File: config.mk
export PLATFORM = sky130hd
export DESIGN_NAME = btb_predictor_flat
export DESIGN_NICKNAME = d
export VERILOG_FILES = /design/src/rtl/bpu_pkg.sv /design/src/rtl/btb_predictor_if.sv /design/src/rtl/btb_array.sv /design/src/rtl/btb_predictor.sv /design/src/flat_wrapper.sv
export SDC_FILE = /design/constraint.sdc
export NUM_CORES = 1
export LEC_CHECK = 0
export CAP_MARGIN = 20
export CORE_ASPECT_RATIO = 1.2
export CORE_MARGIN = 3
export CORE_UTILIZATION = 56
export CTS_CLUSTER_DIAMETER = 80
export CTS_CLUSTER_SIZE = 20
export DETAILED_ROUTE_END_ITERATION = 6
export PLACE_DENSITY = 0.72
export SYNTH_ARGS = -nofsm -noshare
export SYNTH_HDL_FRONTEND = slang
export SYNTH_SLANG_ARGS = --single-unit
File: constraint.sdc
create_clock -name clk -period 5.55 [get_ports clk]
set_input_delay 1.11 -clock clk [delete_from_list [all_inputs] [get_ports clk]]
set_output_delay 1.11 -clock clk [all_outputs]
set_load 0.03 [all_outputs]
File: src/rtl/bpu_pkg.sv
// Shared types, counter encodings and helpers for the fetch-side branch predictor.
package bpu_pkg;

    localparam int unsigned PC_W  = 32;
    localparam int unsigned TAG_W = 30;

    typedef enum logic [1:0] {
        NONE   = 2'b00,
        BRANCH = 2'b01,
        JAL    = 2'b10,
        JALR   = 2'b11
    } ctrl_kind_t;

    localparam logic [1:0] CTR_SNT = 2'b00;
    localparam logic [1:0] CTR_WNT = 2'b01;
    localparam logic [1:0] CTR_WT  = 2'b10;
    localparam logic [1:0] CTR_ST  = 2'b11;

    // Tags are stored zero-extended to TAG_W; unused upper bits stay constant zero.
    typedef struct packed {
        logic              valid;
        logic [TAG_W-1:0]  tag;
        logic [PC_W-1:0]   target;
        logic [1:0]        ctr;
        logic              is_jump;
    } btb_entry_t;

    function automatic logic [1:0] sat_ctr_next(input logic [1:0] ctr, input logic taken);
        if (taken) return (ctr == CTR_ST)  ? CTR_ST  : ctr + 2'd1;
        else       return (ctr == CTR_SNT) ? CTR_SNT : ctr - 2'd1;
    endfunction

endpackage

File: src/rtl/btb_predictor_if.sv
// Fetch lookup, bru resolution and redirect signals between fetch/bru and the predictor.
interface btb_predictor_if #(
    parameter int unsigned CNT_W = 16
);
    import bpu_pkg::*;

    logic              fetch_valid;
    logic [PC_W-1:0]   fetch_pc;
    logic              flush;
    logic              pred_valid;
    logic              pred_taken;
    logic [PC_W-1:0]   pred_target;

    logic              upd_valid;
    ctrl_kind_t        upd_kind;
    logic [PC_W-1:0]   upd_pc;
    logic              upd_is_taken;
    logic [PC_W-1:0]   upd_pc_bru;
    logic              upd_pred_taken;
    logic [PC_W-1:0]   upd_pred_target;

    logic              mispredict;
    logic [PC_W-1:0]   redirect_pc;
    logic [CNT_W-1:0]  mispredict_cnt;

    modport master (
        output fetch_valid, fetch_pc, flush,
        output upd_valid, upd_kind, upd_pc, upd_is_taken, upd_pc_bru,
        output upd_pred_taken, upd_pred_target,
        input  pred_valid, pred_taken, pred_target,
        input  mispredict, redirect_pc, mispredict_cnt
    );

    modport slave (
        input  fetch_valid, fetch_pc, flush,
        input  upd_valid, upd_kind, upd_pc, upd_is_taken, upd_pc_bru,
        input  upd_pred_taken, upd_pred_target,
        output pred_valid, pred_taken, pred_target,
        output mispredict, redirect_pc, mispredict_cnt
    );

endinterface

File: src/rtl/btb_array.sv
// Direct-mapped BTB storage: one combinational read port, one clocked read-modify-write
// update port. Reads see pre-edge contents, so same-cycle read/write is read-before-write.
module btb_array
    import bpu_pkg::*;
#(
    parameter int unsigned ENTRIES = 16,
    localparam int unsigned IDX_W  = $clog2(ENTRIES)
) (
    input  logic              clk,
    input  logic              rst_n,
    input  logic [IDX_W-1:0]  rd_idx,
    output btb_entry_t        rd_entry_c,
    input  logic              wr_en,
    input  logic [IDX_W-1:0]  wr_idx,
    input  logic [TAG_W-1:0]  wr_tag,
    input  ctrl_kind_t        wr_kind,
    input  logic              wr_taken,
    input  logic [PC_W-1:0]   wr_target
);

    logic             valid_q  [ENTRIES];
    logic [1:0]       ctr_q    [ENTRIES];
    logic [TAG_W-1:0] tag_q    [ENTRIES];
    logic [PC_W-1:0]  target_q [ENTRIES];
    logic             jump_q   [ENTRIES];

    logic wr_hit_c;
    logic wr_branch_c;

    always_comb begin
        rd_entry_c         = '0;
        rd_entry_c.valid   = valid_q[rd_idx];
        rd_entry_c.tag     = tag_q[rd_idx];
        rd_entry_c.target  = target_q[rd_idx];
        rd_entry_c.ctr     = ctr_q[rd_idx];
        rd_entry_c.is_jump = jump_q[rd_idx];
    end

    always_comb begin
        wr_hit_c    = valid_q[wr_idx] && (tag_q[wr_idx] == wr_tag);
        wr_branch_c = (wr_kind == BRANCH);
    end

    // Control state: valid bits and counters carry the reset values.
    always_ff @(posedge clk or negedge rst_n) begin
        if (!rst_n) begin
            for (int i = 0; i < int'(ENTRIES); i++) begin
                valid_q[i] <= 1'b0;
                ctr_q[i]   <= CTR_WNT;
            end
        end else if (wr_en) begin
            if (wr_hit_c) begin
                ctr_q[wr_idx] <= wr_branch_c ? sat_ctr_next(ctr_q[wr_idx], wr_taken) : CTR_ST;
            end else if (wr_taken) begin
                valid_q[wr_idx] <= 1'b1;
                ctr_q[wr_idx]   <= wr_branch_c ? CTR_WT : CTR_ST;
            end
        end
    end

    // Payload state needs no reset; it is qualified by valid_q.
    always_ff @(posedge clk) begin
        if (wr_en) begin
            if (wr_hit_c) begin
                if (!wr_branch_c || wr_taken) target_q[wr_idx] <= wr_target;
                if (!wr_branch_c)             jump_q[wr_idx]   <= 1'b1;
            end else if (wr_taken) begin
                tag_q[wr_idx]    <= wr_tag;
                target_q[wr_idx] <= wr_target;
                jump_q[wr_idx]   <= !wr_branch_c;
            end
        end
    end

endmodule

File: src/rtl/btb_predictor.sv
// Fetch-side branch predictor: BTB lookup with 1-cycle latency, bru-driven training,
// and registered mispredict/redirect with a saturating mispredict counter.
module btb_predictor
    import bpu_pkg::*;
#(
    parameter int unsigned ENTRIES = 16,
    parameter int unsigned CNT_W   = 16,
    localparam int unsigned IDX_W  = $clog2(ENTRIES)
) (
    input  logic             clk,
    input  logic             rst_n,
    btb_predictor_if.slave   bus
);

    localparam int unsigned TAG_SHIFT = IDX_W + 2;

    logic [IDX_W-1:0] fetch_idx_c;
    logic [TAG_W-1:0] fetch_tag_c;
    logic [IDX_W-1:0] upd_idx_c;
    logic [TAG_W-1:0] upd_tag_c;
    btb_entry_t       rd_entry_c;
    logic             lookup_taken_c;
    logic             upd_en_c;
    logic             mis_c;

    logic             pred_valid_q;
    logic             pred_taken_q;
    logic [PC_W-1:0]  pred_target_q;
    logic             mispredict_q;
    logic [PC_W-1:0]  redirect_pc_q;
    logic [CNT_W-1:0] mis_cnt_q;

    always_comb begin
        fetch_idx_c    = bus.fetch_pc[IDX_W+1:2];
        fetch_tag_c    = TAG_W'(bus.fetch_pc >> TAG_SHIFT);
        upd_idx_c      = bus.upd_pc[IDX_W+1:2];
        upd_tag_c      = TAG_W'(bus.upd_pc >> TAG_SHIFT);
        lookup_taken_c = rd_entry_c.valid && (rd_entry_c.tag == fetch_tag_c)
                         && (rd_entry_c.is_jump || rd_entry_c.ctr[1]);
        upd_en_c       = bus.upd_valid && (bus.upd_kind != NONE);
        mis_c          = (bus.upd_pred_taken != bus.upd_is_taken)
                         || (bus.upd_is_taken && (bus.upd_pred_target != bus.upd_pc_bru));
    end

    btb_array #(.ENTRIES(ENTRIES)) u_array (
        .clk        (clk),
        .rst_n      (rst_n),
        .rd_idx     (fetch_idx_c),
        .rd_entry_c (rd_entry_c),
        .wr_en      (upd_en_c),
        .wr_idx     (upd_idx_c),
        .wr_tag     (upd_tag_c),
        .wr_kind    (bus.upd_kind),
        .wr_taken   (bus.upd_is_taken),
        .wr_target  (bus.upd_pc_bru)
    );

    // Lookup result register; flush wins over fetch_valid.
    always_ff @(posedge clk or negedge rst_n) begin
        if (!rst_n) begin
            pred_valid_q  <= 1'b0;
            pred_taken_q  <= 1'b0;
            pred_target_q <= '0;
        end else if (bus.fetch_valid && !bus.flush) begin
            pred_valid_q  <= 1'b1;
            pred_taken_q  <= lookup_taken_c;
            pred_target_q <= lookup_taken_c ? rd_entry_c.target : bus.fetch_pc + PC_W'(4);
        end else begin
            pred_valid_q  <= 1'b0;
        end
    end

    // Redirect and statistics; independent of flush.
    always_ff @(posedge clk or negedge rst_n) begin
        if (!rst_n) begin
            mispredict_q  <= 1'b0;
            redirect_pc_q <= '0;
            mis_cnt_q     <= '0;
        end else begin
            mispredict_q <= upd_en_c && mis_c;
            if (upd_en_c) begin
                redirect_pc_q <= bus.upd_is_taken ? bus.upd_pc_bru : bus.upd_pc + PC_W'(4);
                if (mis_c && (mis_cnt_q != {CNT_W{1'b1}})) mis_cnt_q <= mis_cnt_q + CNT_W'(1);
            end
        end
    end

    assign bus.pred_valid     = pred_valid_q;
    assign bus.pred_taken     = pred_taken_q;
    assign bus.pred_target    = pred_target_q;
    assign bus.mispredict     = mispredict_q;
    assign bus.redirect_pc    = redirect_pc_q;
    assign bus.mispredict_cnt = mis_cnt_q;

endmodule

File: src/flat_wrapper.sv
// flat-port wrapper written by rule: the top's interface ports become plain ports
module btb_predictor_flat import bpu_pkg::*;
#(
    parameter int unsigned ENTRIES = 16,
    parameter int unsigned CNT_W   = 16,
    localparam int unsigned IDX_W  = $clog2(ENTRIES)
)
  (clk, rst_n, bus_fetch_valid, bus_fetch_pc, bus_flush, bus_upd_valid, bus_upd_kind, bus_upd_pc, bus_upd_is_taken, bus_upd_pc_bru, bus_upd_pred_taken, bus_upd_pred_target, bus_pred_valid, bus_pred_taken, bus_pred_target, bus_mispredict, bus_redirect_pc, bus_mispredict_cnt);
  btb_predictor_if #(.CNT_W(CNT_W)) bus_i ();
  input  logic clk;
  input  logic rst_n;
  input wire logic [$bits(bus_i.fetch_valid)-1:0] bus_fetch_valid;
  input wire logic [$bits(bus_i.fetch_pc)-1:0] bus_fetch_pc;
  input wire logic [$bits(bus_i.flush)-1:0] bus_flush;
  input wire logic [$bits(bus_i.upd_valid)-1:0] bus_upd_valid;
  input wire logic [$bits(bus_i.upd_kind)-1:0] bus_upd_kind;
  input wire logic [$bits(bus_i.upd_pc)-1:0] bus_upd_pc;
  input wire logic [$bits(bus_i.upd_is_taken)-1:0] bus_upd_is_taken;
  input wire logic [$bits(bus_i.upd_pc_bru)-1:0] bus_upd_pc_bru;
  input wire logic [$bits(bus_i.upd_pred_taken)-1:0] bus_upd_pred_taken;
  input wire logic [$bits(bus_i.upd_pred_target)-1:0] bus_upd_pred_target;
  output wire logic [$bits(bus_i.pred_valid)-1:0] bus_pred_valid;
  output wire logic [$bits(bus_i.pred_taken)-1:0] bus_pred_taken;
  output wire logic [$bits(bus_i.pred_target)-1:0] bus_pred_target;
  output wire logic [$bits(bus_i.mispredict)-1:0] bus_mispredict;
  output wire logic [$bits(bus_i.redirect_pc)-1:0] bus_redirect_pc;
  output wire logic [$bits(bus_i.mispredict_cnt)-1:0] bus_mispredict_cnt;
  assign bus_i.fetch_valid = bus_fetch_valid;
  assign bus_i.fetch_pc = bus_fetch_pc;
  assign bus_i.flush = bus_flush;
  assign bus_i.upd_valid = bus_upd_valid;
  assign bus_i.upd_kind = bus_upd_kind;
  assign bus_i.upd_pc = bus_upd_pc;
  assign bus_i.upd_is_taken = bus_upd_is_taken;
  assign bus_i.upd_pc_bru = bus_upd_pc_bru;
  assign bus_i.upd_pred_taken = bus_upd_pred_taken;
  assign bus_i.upd_pred_target = bus_upd_pred_target;
  assign bus_pred_valid = bus_i.pred_valid;
  assign bus_pred_taken = bus_i.pred_taken;
  assign bus_pred_target = bus_i.pred_target;
  assign bus_mispredict = bus_i.mispredict;
  assign bus_redirect_pc = bus_i.redirect_pc;
  assign bus_mispredict_cnt = bus_i.mispredict_cnt;
  btb_predictor #(.ENTRIES(ENTRIES), .CNT_W(CNT_W)) u_core (.clk(clk), .rst_n(rst_n), .bus(bus_i));
endmodule
# Word level (Yosys, flattened, before mapping)

Memories as Yosys holds them, arrays and structs flattened.
Cells that the tools add are included.

Flip-flop bits (word level): 131
Latch bits: 0
Memory bits (writable): 944
Bits in read-only memories: 0
Input port bits: 137
Output and inout port bits: 83
Logic and storage cells: 126
Memories: 3

Add/subtract/negate cells: 5
Multipliers: 0
Divide/modulo/power cells: 0
$lt $le $gt $ge: 3
Equality and inequality tests: 7
Shift-type cells: 0
Multiplexer cells: 44
Bitwise operators: 6
Reductions and logical operators: 20

Memories:

| name                    | depth | width | rd ports | clocked after Yosys merged registers in | write ports | RTL line        | RTL |
|---|---|---|---|---|---|---|---|
| u_core.u_array.target_q | 16    | 32    | 1        | 0                                       | 1           | btb_array.sv:24 | `logic [PC_W-1:0] target_q [ENTRIES];` |
| u_core.u_array.tag_q    | 16    | 26    | 2        | 0                                       | 1           | btb_array.sv:23 | `logic [TAG_W-1:0] tag_q [ENTRIES];` |
| u_core.u_array.jump_q   | 16    | 1     | 1        | 0                                       | 1           | btb_array.sv:25 | `logic jump_q [ENTRIES];` |

Operator list:

| kind                    | number |
|---|---|
| $mux W32                | 5 |
| $add A32 B3 Y32 const B | 2 |
| $bwmux W32              | 2 |
| $eq A30 B26 Y1          | 2 |
| $ne A32 B32 Y1          | 1 |
| $mux W2                 | 11 |
| $mux W1                 | 20 |
| $add A16 B1 Y16 const B | 1 |
| $bmux W2 S4             | 2 |
| $ne A16 B16 Y1 const B  | 1 |
| $or A16 B16 Y16         | 1 |
| $ge A5 B5 Y1 const B    | 2 |
| $not A4 Y5              | 2 |
| $logic_and A1 B1 Y1     | 9 |
| $bmux W1 S4             | 2 |
| $demux W2 S4            | 1 |
| $lt A5 B1 Y1 const B    | 1 |
| $demux W1 S4            | 1 |
| $reduce_and A2 Y1       | 2 |
| $reduce_bool A2 Y1      | 2 |
| $logic_or A1 B1 Y1      | 3 |
| $reduce_and A3 Y1       | 1 |
| $add A2 B1 Y2 const B   | 1 |
| $eq A2 B1 Y1 const B    | 1 |
| other kinds (7)         | 9 |

# Depth between registers and ports, before layout

Depth in word-level cells: 12
Mapped depth: 17
Mapped depth without buffers: 10

# Hierarchy

From an unflattened synthesis, not the netlist that was laid out.

Cells, all modules: 2880
Area, all modules: 51750.9 um2

By module, submodules not included:

| module        | instances | cells an instance | area each (um2) | sequential area each (um2) |
|---|---|---|---|---|
| btb_array     | 1         | 2241              | 46194.3         | 31490.2 |
| btb_predictor | 1         | 639               | 5556.6          | 2077.0 |

# Worst setup path before layout

Ideal clock, no wire load.

Path kind: input port to flip-flop
From: input bus_upd_pc[3]
To: memory u_core.u_array.target_q[8][0], enable pin
Library setup time: 421 ps
Data arrival time: 5121 ps
Required time: 5129 ps
Slack: 7 ps
Cell stages on the path: 13
Path buffers: 5
Cell sequence: buf_6 buf_6 buf_2 buf_4 mux4_2 a2111oi_0 a32oi_1 o31ai_1 a21boi_1 and3_4 a31oi_1 buf_2 nor2_1

Cells in the longest elaborated chain, start to end: 9
Elaborated cells on any way between the ends: 14
Those cells by class: eq/ne: 1; mux: 9; bitwise: 2; reduce/logical: 1; memory: 1

RTL lines:

| what                                                                    | RTL line           | RTL |
|---|---|---|
| from (decl)                                                             | flat_wrapper.sv:17 | `input wire logic [$bits(bus_i.upd_pc)-1:0] bus_upd_pc;` |
| parallel branches: the longest is 9 deep, another holds $mem_v2 Z16 W26 | --                 |  |
| to (decl)                                                               | btb_array.sv:24    |  |

Several ways; the timed one is not identified. The select of a mux whose other input is x is not followed.

# Worst setup path in the final report

From: input bus_upd_pc[22]
To: memory u_core.u_array.target_q[12][5], enable pin

Cells in the longest elaborated chain, start to end: 6
Elaborated cells on any way between the ends: 9
Those cells by class: eq/ne: 1; mux: 6; bitwise: 1; reduce/logical: 1

RTL lines:

| what                       | RTL line                         | RTL |
|---|---|---|
| $eq A30 B26 Y1 (*)         | btb_array.sv:40                  | `wr_hit_c = valid_q[wr_idx] && (tag_q[wr_idx] == wr_tag);` |
| $logic_and A1 B1 Y1 (*)    | btb_array.sv:40                  |  |
| $mux W1                    | btb_array.sv:64                  | `if (wr_hit_c) begin` |
| $mux W1                    | btb_array.sv:63                  | `if (wr_en) begin` |
| $mux W1 (on tied branches) | btb_array.sv:65, btb_array.sv:69 |  |
| $or A1 B1 Y1 (no line) (*) | --                               |  |

Mark *: on every way between the ends. The rest lies on a longest branch, timed or not.

==> results.md <==
* WP data required at 5.93 ns
* H-tree levels at 2
* CTS tree: yes
* Initial Utilization at 0.568
* CP endpoint kind: flip-flop
* Share of cells above drive strength 1 at 0.240
* Routed Antenna Nets at 0
* Clock Path Buffers at 3
* Skew final at 0.0452 ns
* Area contributors post-synth: edfxtp_1 (59%), mux4_2 (16%), dfrtp_1 (5.9%)
* Power Total at 16.1 mW
* Clock latency on the worst-skew pair at 0.71 ns
* PwrDens at 292 nW/um2
* # DRC at 0
* WL met2 at 71,800 um
* Die area at 90,100 um2
* Post-Syn Area per Cell at 17.5 um2
* Reg2reg end: u_core.u_array.target_q[12][5]
* First-pass GRT wire length at 216,000 um
* Sequential element share of the synthesized area at 0.653
* Setup TNS at 0 ns
* Met3 WL post-DR at 18,100 um
* Worst-path clk slew at 0.08 ns
* CP peak stage delay at 0.90 ns
* Post-synth top area share at 0.585
* Site Rows at 117
* Cells after DPL at 4,130
* Max-slew violations at 0
* Crit path max-delay family: buffers and inverters
* Cts repair resizes at 0
* GR Overflow Total at 0
* Cts hold-fix bufs at 0
* Crit start category: input port
* Tightest hold margin at 0.407 ns
* Crit path top cell by count: buf_12
* Flop-to-flop setup slack at 1.21 ns
* Distinct cells, synth at 84
* Net count after synthesis at 2,907
* Hold Path Class: in -> async
* Maximum fanout along the worst path at 32
* CTS Buf Count at 60
* Slowest CP cell: clkdlybuf4s50_1
* Routability cong. at 1.01
* Netlist Area Pre-Place at 48,400 um2
* Die Y-Extent at 328 um
* Detailed placer's ending HPWL at 106,000 um
* Leakage power at 18.5 nW
* Vias at 29.5k
* Clock sink count at 1,075
* # IOs at 220
* Post-synth ARST share at 0.122
* Vias in the first global route at 29.7k
* GRT Total Usage at 0.339
* Maximum vdd drop at 0.000281 V
* Top Metal Used: met5
* Fin. Hold Viols at 0
* Tmin final at 5.01 ns
* Outcome: finished, final reports clean
* DP Area at 53,400 um2
* Buffers on Ports at 219
* Layout Nets at 3,205
* CP Class: in -> reg
* Worst flop-to-flop path startpoint: u_core.u_array.tag_q[7][25]
* Most common library cells after synthesis: edfxtp_1 (944), mux4_2 (337), mux2i_1 (154)
* Root buf cell: clkbuf_16
* Crit-path cells: clkdlybuf4s50_1, inv_1, a32oi_1, nand2_1, o22ai_1, and4b_1, and4_2, and3_4, buf_4, a31oi_4, buf_12, nor2_4, buf_12
* Gate Count Post-Synth at 2,764
* Max Cap Viol at 0
* Max Clk Rate at 0.200 GHz
* Total wire length at 151,000 um
* DR pass1 iterations at 6
* Synth area leader: edfxtp_1
* Core ar. at 85,300 um2
* Worst path bufs/invs at 5
* Slew @ Worst Pin at 1.08 ns
* Finished Layout Cells at 4,246
* Flops & latches, synth at 1,075
* Count leader, synth: edfxtp_1
* RSZ-0062 raised after global routing: false
* Initial antenna violation count at 5
* Area added between synthesis and finish at 13.9%
* # setup viols final at 0
* Cells on worst reg2reg path at 12
* Slew headroom at 0.281
* Synth Warn # at 0
* Period utilization at 0.903
* Post-synth top flop: edfxtp_1
* Wire length per cell at 35.5 um
* Setup Fix Bufs, Post-CTS at 0
* Arrival @ worst endpoint at 5.39 ns
* WL met1 at 50,900 um
* Vias/cell at 6.95
* Die X at 274 um
* Number of synthesized flops with an enable pin at 944
* Post-route cell area at 55,200 um2
* DRT iter0 DRCs at 4,644
* Largest net degree at the start of global routing at 92
-- placed cells by master (no fill, tap or decap), drive strengths merged, types with 8 or more instances in the layout --
cell type and count:
and3 31, nor4 15, o211ai 11, mux4 344
nor2b 20, mux2 55, edfxtp 944, xor2 69
nor3b 16, a21oi 40, mux2i 154, o22ai 16
buf 202, clkbuf 109, xnor2 76, o21bai 16
and2 9, a221oi 9, dfrtp 115, nand3 42
o21ai 96, nand4 22, nand2b 13, dfstp 16
inv 27, nor2 107, or3 8, nand2 151
nor3 37, a22oi 28, a211oi 8, clkdlybuf4s50 210
-- where the power goes --
group / total (mW) / switching [mW] / internal, mW
sequential: 9.21 / 0.172 / 9.03
clock: 4.78 / 2.62 / 2.15
combinational: 2.15 / 1.27 / 0.884
-- area by class of cell --
class                           count  area, um2
Sequential cell                  1075      31600
Fill cell                        5795      30200
Multi-Input combinational cell   1488      16000
Timing Repair Buffer              412       4180
Clock buffer                      109       1750
Tap cell                         1130       1410
Inverter                           25       93.8
Clock inverter                      5       62.6
Antenna cell                        2       5.00
-- flip-flops by register name (all words and copies together) (netlist names) --
name,flops
u_core.bus.pred_valid,1
u_core.bus.pred_target,32
u_core.u_array.valid_q,16
u_core.bus.redirect_pc,32
u_core.u_array.tag_q,416
u_core.u_array.target_q,512
u_core.bus.mispredict_cnt,16
u_core.bus.mispredict,1
u_core.u_array.ctr_q,32
u_core.bus.pred_taken,1
u_core.u_array.jump_q,16
-- how the worst max path moves through the flow --
stage	from	to	slack [ns]	cells past startpoint
floorplan	bus_upd_pc[3]	u_core.u_array.target_q[8][0]	0.007	13
global placement	bus_upd_pc[2]	u_core.u_array.target_q[13][2]	-0.08	14
detailed placement	bus_upd_pc[2]	u_core.u_array.target_q[12][3]	-0.02	14
CTS	bus_upd_pc[2]	u_core.u_array.target_q[12][17]	0.69	14
global route	bus_upd_pc[22]	u_core.u_array.target_q[12][4]	0.37	13
finish	bus_upd_pc[22]	u_core.u_array.target_q[12][5]	0.54	13
-- worst reg2reg max path: stages, from the launching register on --
cell and delay, ns:
edfxtp_1 0.48, mux4_2 0.50, a2111oi_0 0.77, buf_4 0.22
a32oi_1 0.05, o31ai_1 0.55, a21boi_1 0.30, and3_4 0.23
buf_4 0.16, a31oi_4 0.11, buf_12 0.21, nor2_4 0.17
buf_12 0.25
-- logic make-up (layout without fill, tap and decap cells) --
kind of cell / after synthesis / count (layout) / share of synthesized area
other: 0 / 2 / 0
muxes: 553 / 553 / 0.205
and+or+nand+nor: 489 / 489 / 0.0512
AOI/OAI and AO/OA: 294 / 294 / 0.0410
adders and majority gates: 7 / 7 / 0.00176
buffers and inverters: 201 / 551 / 0.0213
xor gates and xnor gates: 145 / 145 / 0.0262
DFF: 1075 / 1075 / 0.653
-- routing by layer --
| metal | vias to the layer above | track usage |
|---|---|---|
| met4 | 2 | 0.178 |
| met5 | - | 0 |
| met2 | 2232 | 0.538 |
| met1 | 15100 | 0.432 |
| li1 | 11700 | - |
| met3 | 473 | 0.0890 |
-- metrics by stage --
| step | setup slack [ns] | util |
|---|---|---|
| after global placement | -0.0787 | 0.625 |
| final | 0.539 | 0.647 |
| after global routing | 0.367 | 0.647 |
| after CTS | 0.692 | 0.647 |
| after detailed placement | -0.0175 | 0.625 |
| after floorplan | 0.00743 | - |
Note: power is estimated with default switching activity, not from simulation.
